$ cat src/rtl/hex_display_scheduler.sv
// Round-robin owner of the six-digit display: grants one requester per time slot,
// latches its number/dot mask and pulses ack. States: IDLE | idle, LOAD | latch winner, HOLD | slot timer.
module hex_display_scheduler #(
    parameter int REQ_N       = 3,
    parameter int HOLD_CYCLES = 50_000_000,
    localparam int OW = (REQ_N > 1) ? $clog2(REQ_N) : 1,
    localparam int CW = $clog2(HOLD_CYCLES + 1)
) (
    input  logic                clk_i,
    input  logic                reset_i,
    input  logic [REQ_N-1:0]    req_i,
    input  logic [REQ_N*24-1:0] req_number_i,
    input  logic [REQ_N*6-1:0]  req_dots_i,
    input  logic                freeze_i,
    output logic [REQ_N-1:0]    ack_o,
    output logic [23:0]         number_o,
    output logic [5:0]          dots_o,
    output logic [OW-1:0]       owner_o,
    output logic                owner_valid_o
);

    typedef enum logic [1:0] {IDLE, LOAD, HOLD} state_t;

    state_t           state_q, state_d;
    logic [OW-1:0]    grant_q, grant_d;
    logic [OW-1:0]    rr_last_q, rr_last_d;
    logic [CW-1:0]    cnt_q, cnt_d;
    logic [23:0]      number_q, number_d;
    logic [5:0]       dots_q, dots_d;
    logic [OW-1:0]    owner_q, owner_d;
    logic             owner_valid_q, owner_valid_d;
    logic [REQ_N-1:0] ack_q, ack_d;

    logic [OW-1:0]    rr_pick;
    logic             any_req;
    logic [23:0]      sel_number;
    logic [5:0]       sel_dots;

    assign any_req = |req_i;

    // Scan starts just after the last owner, so the owner itself is checked last.
    always_comb begin
        int         idx;
        logic       found;
        logic [REQ_N-1:0] req_sh;
        rr_pick = '0;
        found   = 1'b0;
        idx     = 0;
        req_sh  = '0;
        for (int k = 1; k <= REQ_N; k++) begin
            idx = int'(rr_last_q) + k;
            if (idx >= REQ_N) idx = idx - REQ_N;
            req_sh = req_i >> idx;
            if (!found && req_sh[0]) begin
                rr_pick = OW'(idx);
                found   = 1'b1;
            end
        end
    end

    always_comb begin
        sel_number = '0;
        sel_dots   = '0;
        for (int i = 0; i < REQ_N; i++) begin
            if (grant_q == OW'(i)) begin
                sel_number = req_number_i[i*24 +: 24];
                sel_dots   = req_dots_i[i*6 +: 6];
            end
        end
    end

    always_ff @(posedge clk_i) begin
        if (reset_i) begin
            state_q       <= IDLE;
            grant_q       <= '0;
            rr_last_q     <= OW'(REQ_N - 1);
            cnt_q         <= '0;
            number_q      <= '0;
            dots_q        <= '0;
            owner_q       <= '0;
            owner_valid_q <= 1'b0;
            ack_q         <= '0;
        end else begin
            state_q       <= state_d;
            grant_q       <= grant_d;
            rr_last_q     <= rr_last_d;
            cnt_q         <= cnt_d;
            number_q      <= number_d;
            dots_q        <= dots_d;
            owner_q       <= owner_d;
            owner_valid_q <= owner_valid_d;
            ack_q         <= ack_d;
        end
    end

    always_comb begin
        state_d = state_q;
        case (state_q)
            IDLE:    if (any_req) state_d = LOAD;
            LOAD:    state_d = HOLD;
            HOLD:    if (!freeze_i && cnt_q == '0) state_d = any_req ? LOAD : IDLE;
            default: state_d = IDLE;
        endcase
    end

    always_comb begin
        grant_d       = grant_q;
        rr_last_d     = rr_last_q;
        cnt_d         = cnt_q;
        number_d      = number_q;
        dots_d        = dots_q;
        owner_d       = owner_q;
        owner_valid_d = owner_valid_q;
        ack_d         = '0;
        case (state_q)
            IDLE: begin
                if (any_req) grant_d = rr_pick;
            end
            LOAD: begin
                number_d      = sel_number;
                dots_d        = sel_dots;
                owner_d       = grant_q;
                rr_last_d     = grant_q;
                owner_valid_d = 1'b1;
                ack_d         = REQ_N'(1) << grant_q;
                cnt_d         = CW'(HOLD_CYCLES - 1);
            end
            HOLD: begin
                if (!freeze_i) begin
                    if (cnt_q != '0) cnt_d = cnt_q - CW'(1);
                    else if (any_req) grant_d = rr_pick;
                end
            end
            default: ;
        endcase
    end

    assign ack_o         = ack_q;
    assign number_o      = number_q;
    assign dots_o        = dots_q;
    assign owner_o       = owner_q;
    assign owner_valid_o = owner_valid_q;

endmodule
$ cat config.mk
export PLATFORM = sky130hd
export DESIGN_NAME = hex_display_scheduler
export DESIGN_NICKNAME = d
export VERILOG_FILES = /design/src/rtl/hex_display_scheduler.sv
export SDC_FILE = /design/constraint.sdc
export NUM_CORES = 1
export LEC_CHECK = 0
export ABC_AREA = 1
export BUFFER_PORTS_ARGS = -buffer_cell sky130_fd_sc_hd__buf_2
export CORE_UTILIZATION = 51
export DETAILED_ROUTE_END_ITERATION = 12
export PLACE_DENSITY = 0.8
export SKIP_CTS_REPAIR_TIMING = 1
export SYNTH_ARGS = -nofsm -noshare
export SYNTH_HDL_FRONTEND = slang
export SYNTH_SLANG_ARGS = --single-unit
$ cat constraint.sdc
create_clock -name clk_i -period 2.65 [get_ports clk_i]
set_clock_uncertainty 0.15 [all_clocks]
set_input_delay 0.53 -clock clk_i [delete_from_list [all_inputs] [get_ports clk_i]]
set_output_delay 0.53 -clock clk_i [all_outputs]
set_load 0.02 [all_outputs]
After elaboration in Yosys (flattened, before gate mapping). Index checks and enable logic that the tools add are counted.

$add $sub $neg: 7. $lt $le $gt $ge: 3. Eq/ne operators: 9. Shift operators: 4. Muxes and demuxes: 25. Bitwise logic cells: 1. Reductions and logical operators: 17.

Operators with widths (number): 32-bit 2-to-1 mux (3); 3-bit by 32-bit >> shifter with 1-bit output (3); 24-bit 2-to-1 mux (3); 26-bit 2-to-1 mux (2); 26-bit case mux with 2 select lines (1); 26-bit logical NOT (1); 26-bit nonzero test (1); 26-bit by 1-bit subtractor with 26-bit output, second input constant (1); 6-bit 2-to-1 mux (3); 2-bit 2-to-1 mux (8); 3-bit by 2-bit subtractor with 4-bit output, second input constant (3); 2-bit inequality test, second input constant (5); 3-bit by 2-bit greater-or-equal comparator with 1-bit output, second input constant (3); 2-bit by 2-bit adder with 3-bit output, second input constant (2); 2-bit case mux with 3 select lines (1); 3-bit AND reduction (2); 2-bit by 1-bit == test with 1-bit output, second input constant (2); 2-bit == test, second input constant (2); 2-bit logical NOT (2); 2-bit case mux with 2 select lines (1); 2-bit nonzero test (2); 2-bit by 1-bit adder with 3-bit output, second input constant (1); 1-bit logical AND (3); 1-bit logical NOT (3); 6 further kinds (8).

Flip-flop bits (word level): 68. Input bits: 96. Output and inout bits: 36. Word-level logic and storage cells: 75.

Longest topological paths before layout.
Depth after elaboration: 15. Depth in mapped cells: 13. Gate-level depth less buffers: 13.

Least setup slack after synthesis. Ideal clock, no wire load.

Path kind: register -> register. From: register rr_last_q[0]. To: register grant_q[1]. Library setup time: 0.109 ns. Arrival: 1.592 ns. Data required time: 2.391 ns. Setup slack: 0.799 ns. Stages on the path, launching flop included: 12. Buffers on the path: 0. Clock period less this slack: 1.851 ns. Cell sequence: dfxtp_1 > inv_1 > ha_1 > inv_1 > nand2_1 > nand2_1 > nor2_1 > nor2_1 > a21oi_1 > nand3_1 > nand2_1 > inv_1.

Longest elaborated chain between the ends: 15. Elaborated cells on any way between the ends: 28. Classes of those cells: 6 x add/sub; 3 x order compare; 3 x shift; 12 x mux; 4 x reduce/logical.

RTL lines: from (decl) (RTL line 26) `logic [OW-1:0] rr_last_q, rr_last_d;`; from (signal assigned) (RTL line 76) `rr_last_q <= OW'(REQ_N - 1);`; from (signal assigned) (RTL line 86) `rr_last_q <= rr_last_d;`; 2-bit by 1-bit adder with 3-bit output (RTL line 51) `idx = int'(rr_last_q) + k;`; 3-bit by 2-bit subtractor with 4-bit output or 3-bit by 2-bit greater-or-equal comparator with 1-bit output (tied branches) (RTL line 52) `if (idx >= REQ_N) idx = idx - REQ_N;`; 32-bit 2-to-1 mux (RTL line 52); 3-bit by 32-bit >> shifter with 1-bit output (RTL line 53) `req_sh = req_i >> idx;`; 1-bit 2-to-1 mux (RTL line 54) `if (!found && req_sh[0]) begin`; 1-bit logical NOT (RTL line 54); 1-bit logical AND (RTL line 54); 1-bit 2-to-1 mux (RTL line 54); 1-bit logical NOT (RTL line 54); 1-bit logical AND (RTL line 54); 2-bit 2-to-1 mux * (RTL line 54); 2-bit 2-to-1 mux * (RTL line 117, 131); 2-bit 2-to-1 mux (RTL line 130) `if (cnt_q != '0) cnt_d = cnt_q - CW'(1);`; 2-bit 2-to-1 mux (RTL line 129) `if (!freeze_i) begin`; 2-bit case mux with 2 select lines * (RTL line 115) `case (state_q)`; to (signal assigned) (RTL line 85) `grant_q <= grant_d;`; to (decl) (RTL line 25) `logic [OW-1:0] grant_q, grant_d;`.

Every way passes the cells marked *; elsewhere a longest branch is shown, timed or not. The select of a mux whose other input is x is not followed. A chain may end at the register's enable or synchronous reset.

Worst setup path after layout.
From: register cnt_q[0]. To: register cnt_q[7].

Longest elaborated chain between the ends: 4. Elaborated cells on any way between the ends: 7. Classes of those cells: 1 x add/sub; 1 x eq/ne; 3 x mux; 2 x reduce/logical.

RTL lines: from (decl) (RTL line 27) `logic [CW-1:0] cnt_q, cnt_d;`; from (signal assigned) (RTL line 87) `cnt_q <= cnt_d;`; 26-bit by 1-bit subtractor with 26-bit output (RTL line 130); 26-bit 2-to-1 mux (RTL line 130); 26-bit 2-to-1 mux (RTL line 129); 26-bit case mux with 2 select lines (RTL line 115).

Several ways; a longest one is shown, not always the timed one. The select of a mux whose other input is x is not followed.

==> results.yml <==
run_status:
  status: "completed"
worst_setup_path:
  path_cells: "inv_1 > ha_1 > nand2_2 > inv_2 > nand2_2 > nor2_2 > nand2_2 > nand2_4 > buf_4 > nand3_1 > a21oi_1"
  r2r_slack_ps: 470
  required_ps: 2760
  cpMostUsedCell: "nand2_2"
  critPathMaxFanout: 17
  critPathArrivalTime_ps: 2290
  crit_slowest_cell: "dfxtp_1"
  critPathTopFamily: "simple AND/OR/NAND/NOR gates"
  crit_path_max_incr_delay_ps: 340
  path_class: "flop to flop"
  startpoint_type: "flop"
  crit_buf_inv: 3
  cp-end-kind: "flop"
min_path:
  hold_class: "input port to flop"
finish:
  diodes: 0
  layout_commonest_cell: "nand2_1"
  area.sequential_um2: 1340
  fillers: 744
  areaGrowthSynthToFinish_pct: 20.7
  layout.nets: 838
  drive_gt1_share_pct: 23.4
  most-common-layout-cells: "nand2_1 (147), buf_2 (131), nand3_1 (128)"
  multi_input_area_um2: 2350
  final_cell_area_um2: 4870
drt:
  post_drt_wl_per_cell_um: 13.8
  wirelength_um: 11600
  via_count: 4743
  firstDrtPassIters: 5
  drt_drc_violations_left: 0
  drtAntennaViolNets: 0
  vias_per_cell: 5.65
  drtIter0Drc: 298
synthesis:
  synth-xor-area-share_pct: 0.868
  synth_top_area_share_pct: 33.2
  synthFlopType: "dfxtp_1"
  yosys_warnings: 0
  synth_fa_ha_area_share_pct: 2.17
  async_reset_ff_share_pct: 0
  synth.distinct_cells: 27
  muxShareOfSynthArea_pct: 0
  synthSimpleGateAreaFrac_pct: 40.1
  yosys-top-cells-area: "dfxtp_1 (33%), nand3_1 (16%), nand2_1 (14%), a41oi_1 (6.5%), nor2_1 (5.5%)"
  synth_edf_count: 0
  ys_ff_latch: 67
  synth_area_um2: 4040
  synthesis.nets: 724
  yosysTopAreaCell: "dfxtp_1"
  ys_seq_area_share_pct: 33.2
  synth_compound_area_share_pct: 15.0
  synth.avg_cell_area_um2: 6.50
  synth_top_family_by_area: "simple AND/OR/NAND/NOR gates"
  synth_cells: 621
timing:
  fmax_mhz: 459
  rsz0062_at_grt: "no"
  maxSlewHeadroom_pct: 61.0
  hold_violations: 0
  finalMaxSlewViolations: 0
  finalSetupViolCount: 0
  period_share_pct: 82.2
  setup_tns_ps: 0
  tightest_slew_ps: 585
  finalCriticalPeriod_ps: 2180
clock_network:
  clockBufferDepth: 2
  cts_htree_levels: 3
  cts-root-buf: "clkbuf_8"
  cts_tree: "done"
  clk_pin_slew_ps: 70
  cts_sinks: 67
  insertion_delay_ps: 340
  cts_buffers: 9
pwr:
  leakage_nw: 2.29
  p_total_mw: 4.93
  ir_drop_v: 0.000534
  powerDensity_nw_per_um2: 1010
grt:
  grt-ovfl-total: 0
  grt_max_degree: 64
  grt_pass1_wl_um: 18800
  grt_antenna_before_repair: 0
  globalRouteTotalUtil_pct: 27.8
  grt_pass1_vias: 4235
place:
  dp_hpwl_um: 8230
  io_buffers: 131
  globalplace.congestion: 0.919
  dpl_cell_area_um2: 4700
die:
  die_w_um: 91.0
  die_h_um: 91.0
  ioPinCount: 132
  initial_core_util_pct: 52.5
  dieArea_um2: 8270
  rows: 32
  core_area_um2: 7690
run:
  drv_cap: 0
-- final timing paths --
| kind | start | endpoint | depth (start not counted) |
|---|---|---|---|
| setup / recovery | cnt_q[0]$_SDFFE_PP0P_ | cnt_q[7]$_SDFFE_PP0P_ | 11 |
| hold / removal | req_number_i[53] | number_o[5]$_SDFFE_PP0P_ | 3 |
| setup reg to reg | cnt_q[0]$_SDFFE_PP0P_ | cnt_q[7]$_SDFFE_PP0P_ | 11 |
| hold reg to reg | owner_valid_o$_SDFFE_PP0P_ | owner_valid_o$_SDFFE_PP0P_ | 2 |
-- layer usage --
| metal | share of wire [%] | routed length (µm) | global-route usage [%] | vias to the layer above |
|---|---|---|---|---|
| li1 | - | - | - | 2337 |
| met5 | 0 | 0 | 0 | - |
| met1 | 43 | 4980 | 35.1 | 2179 |
| met4 | 2.1 | 241 | 14.0 | 0 |
| met2 | 48 | 5560 | 45.1 | 204 |
| met3 | 7.2 | 832 | 5.36 | 23 |
-- tightest hold or removal path, delay by kind of cell --
kind | cells | cell delay, ps
and+or+nand+nor | 1 | 50
buffers and inverters | 1 | 90
AOI/OAI and AO/OA | 1 | 80
-- synthesized netlist by cell type (all sizes together) (8+ instances only) --
library cell / number
inv: 42
nor2: 64
dfxtp: 67
nand3: 128
nand2: 152
a41oi: 30
o21ai: 34
a21oi: 33
buf: 9
or2: 8
clkbuf: 27
nand4: 10
-- stage by stage --
stage	instances	hold WS, ps	util, %	setup slack [ps]
2_1_floorplan	621	316	-	799
3_5_place_dp	826	298	61.2	550
4_1_cts	840	297	63.4	504
6_report	840	310	63.4	472
5_1_grt	840	305	63.4	279
3_3_place_gp	826	291	61.2	593
-- cell families (layout without fill, tap and decap cells) --
kind of cell             Yosys count  count (layout)
AND/OR/NAND/NOR                  366             366
AO/OA/AOI/OAI                     98              98
buffers and inverters             79             196
flip-flops                        67              67
adder cells (fa/ha/maj)            7               7
XOR/XNOR                           4               4
-- state kept, by name (all words and copies together) (netlist names) --
register,cells
state_q,2
grant_q,2
ack_o,3
number_o,24
owner_valid_o,1
rr_last_q,2
owner_o,1
dots_o,6
cnt_q,26
-- power by group --
part	switching [mW]	leakage, nW	internal [mW]	total (mW)
Clock	0.372	0.0843	0.379	0.751
Combinational	1.82	1.65	0.888	2.71
Sequential	0.217	0.550	1.26	1.47
-- final cells by class --
| cell class | instances | area share [%] |
|---|---|---|
| clock inverters | 2 | 0.257 |
| multi-input cells | 475 | 48.3 |
| clock buffers | 12 | 3.18 |
| flip-flops and latches | 67 | 27.5 |
| well taps | 102 | 2.62 |
| inverters | 42 | 3.24 |
| repair buffers | 140 | 14.8 |
Power figures use the tool's default switching activity.
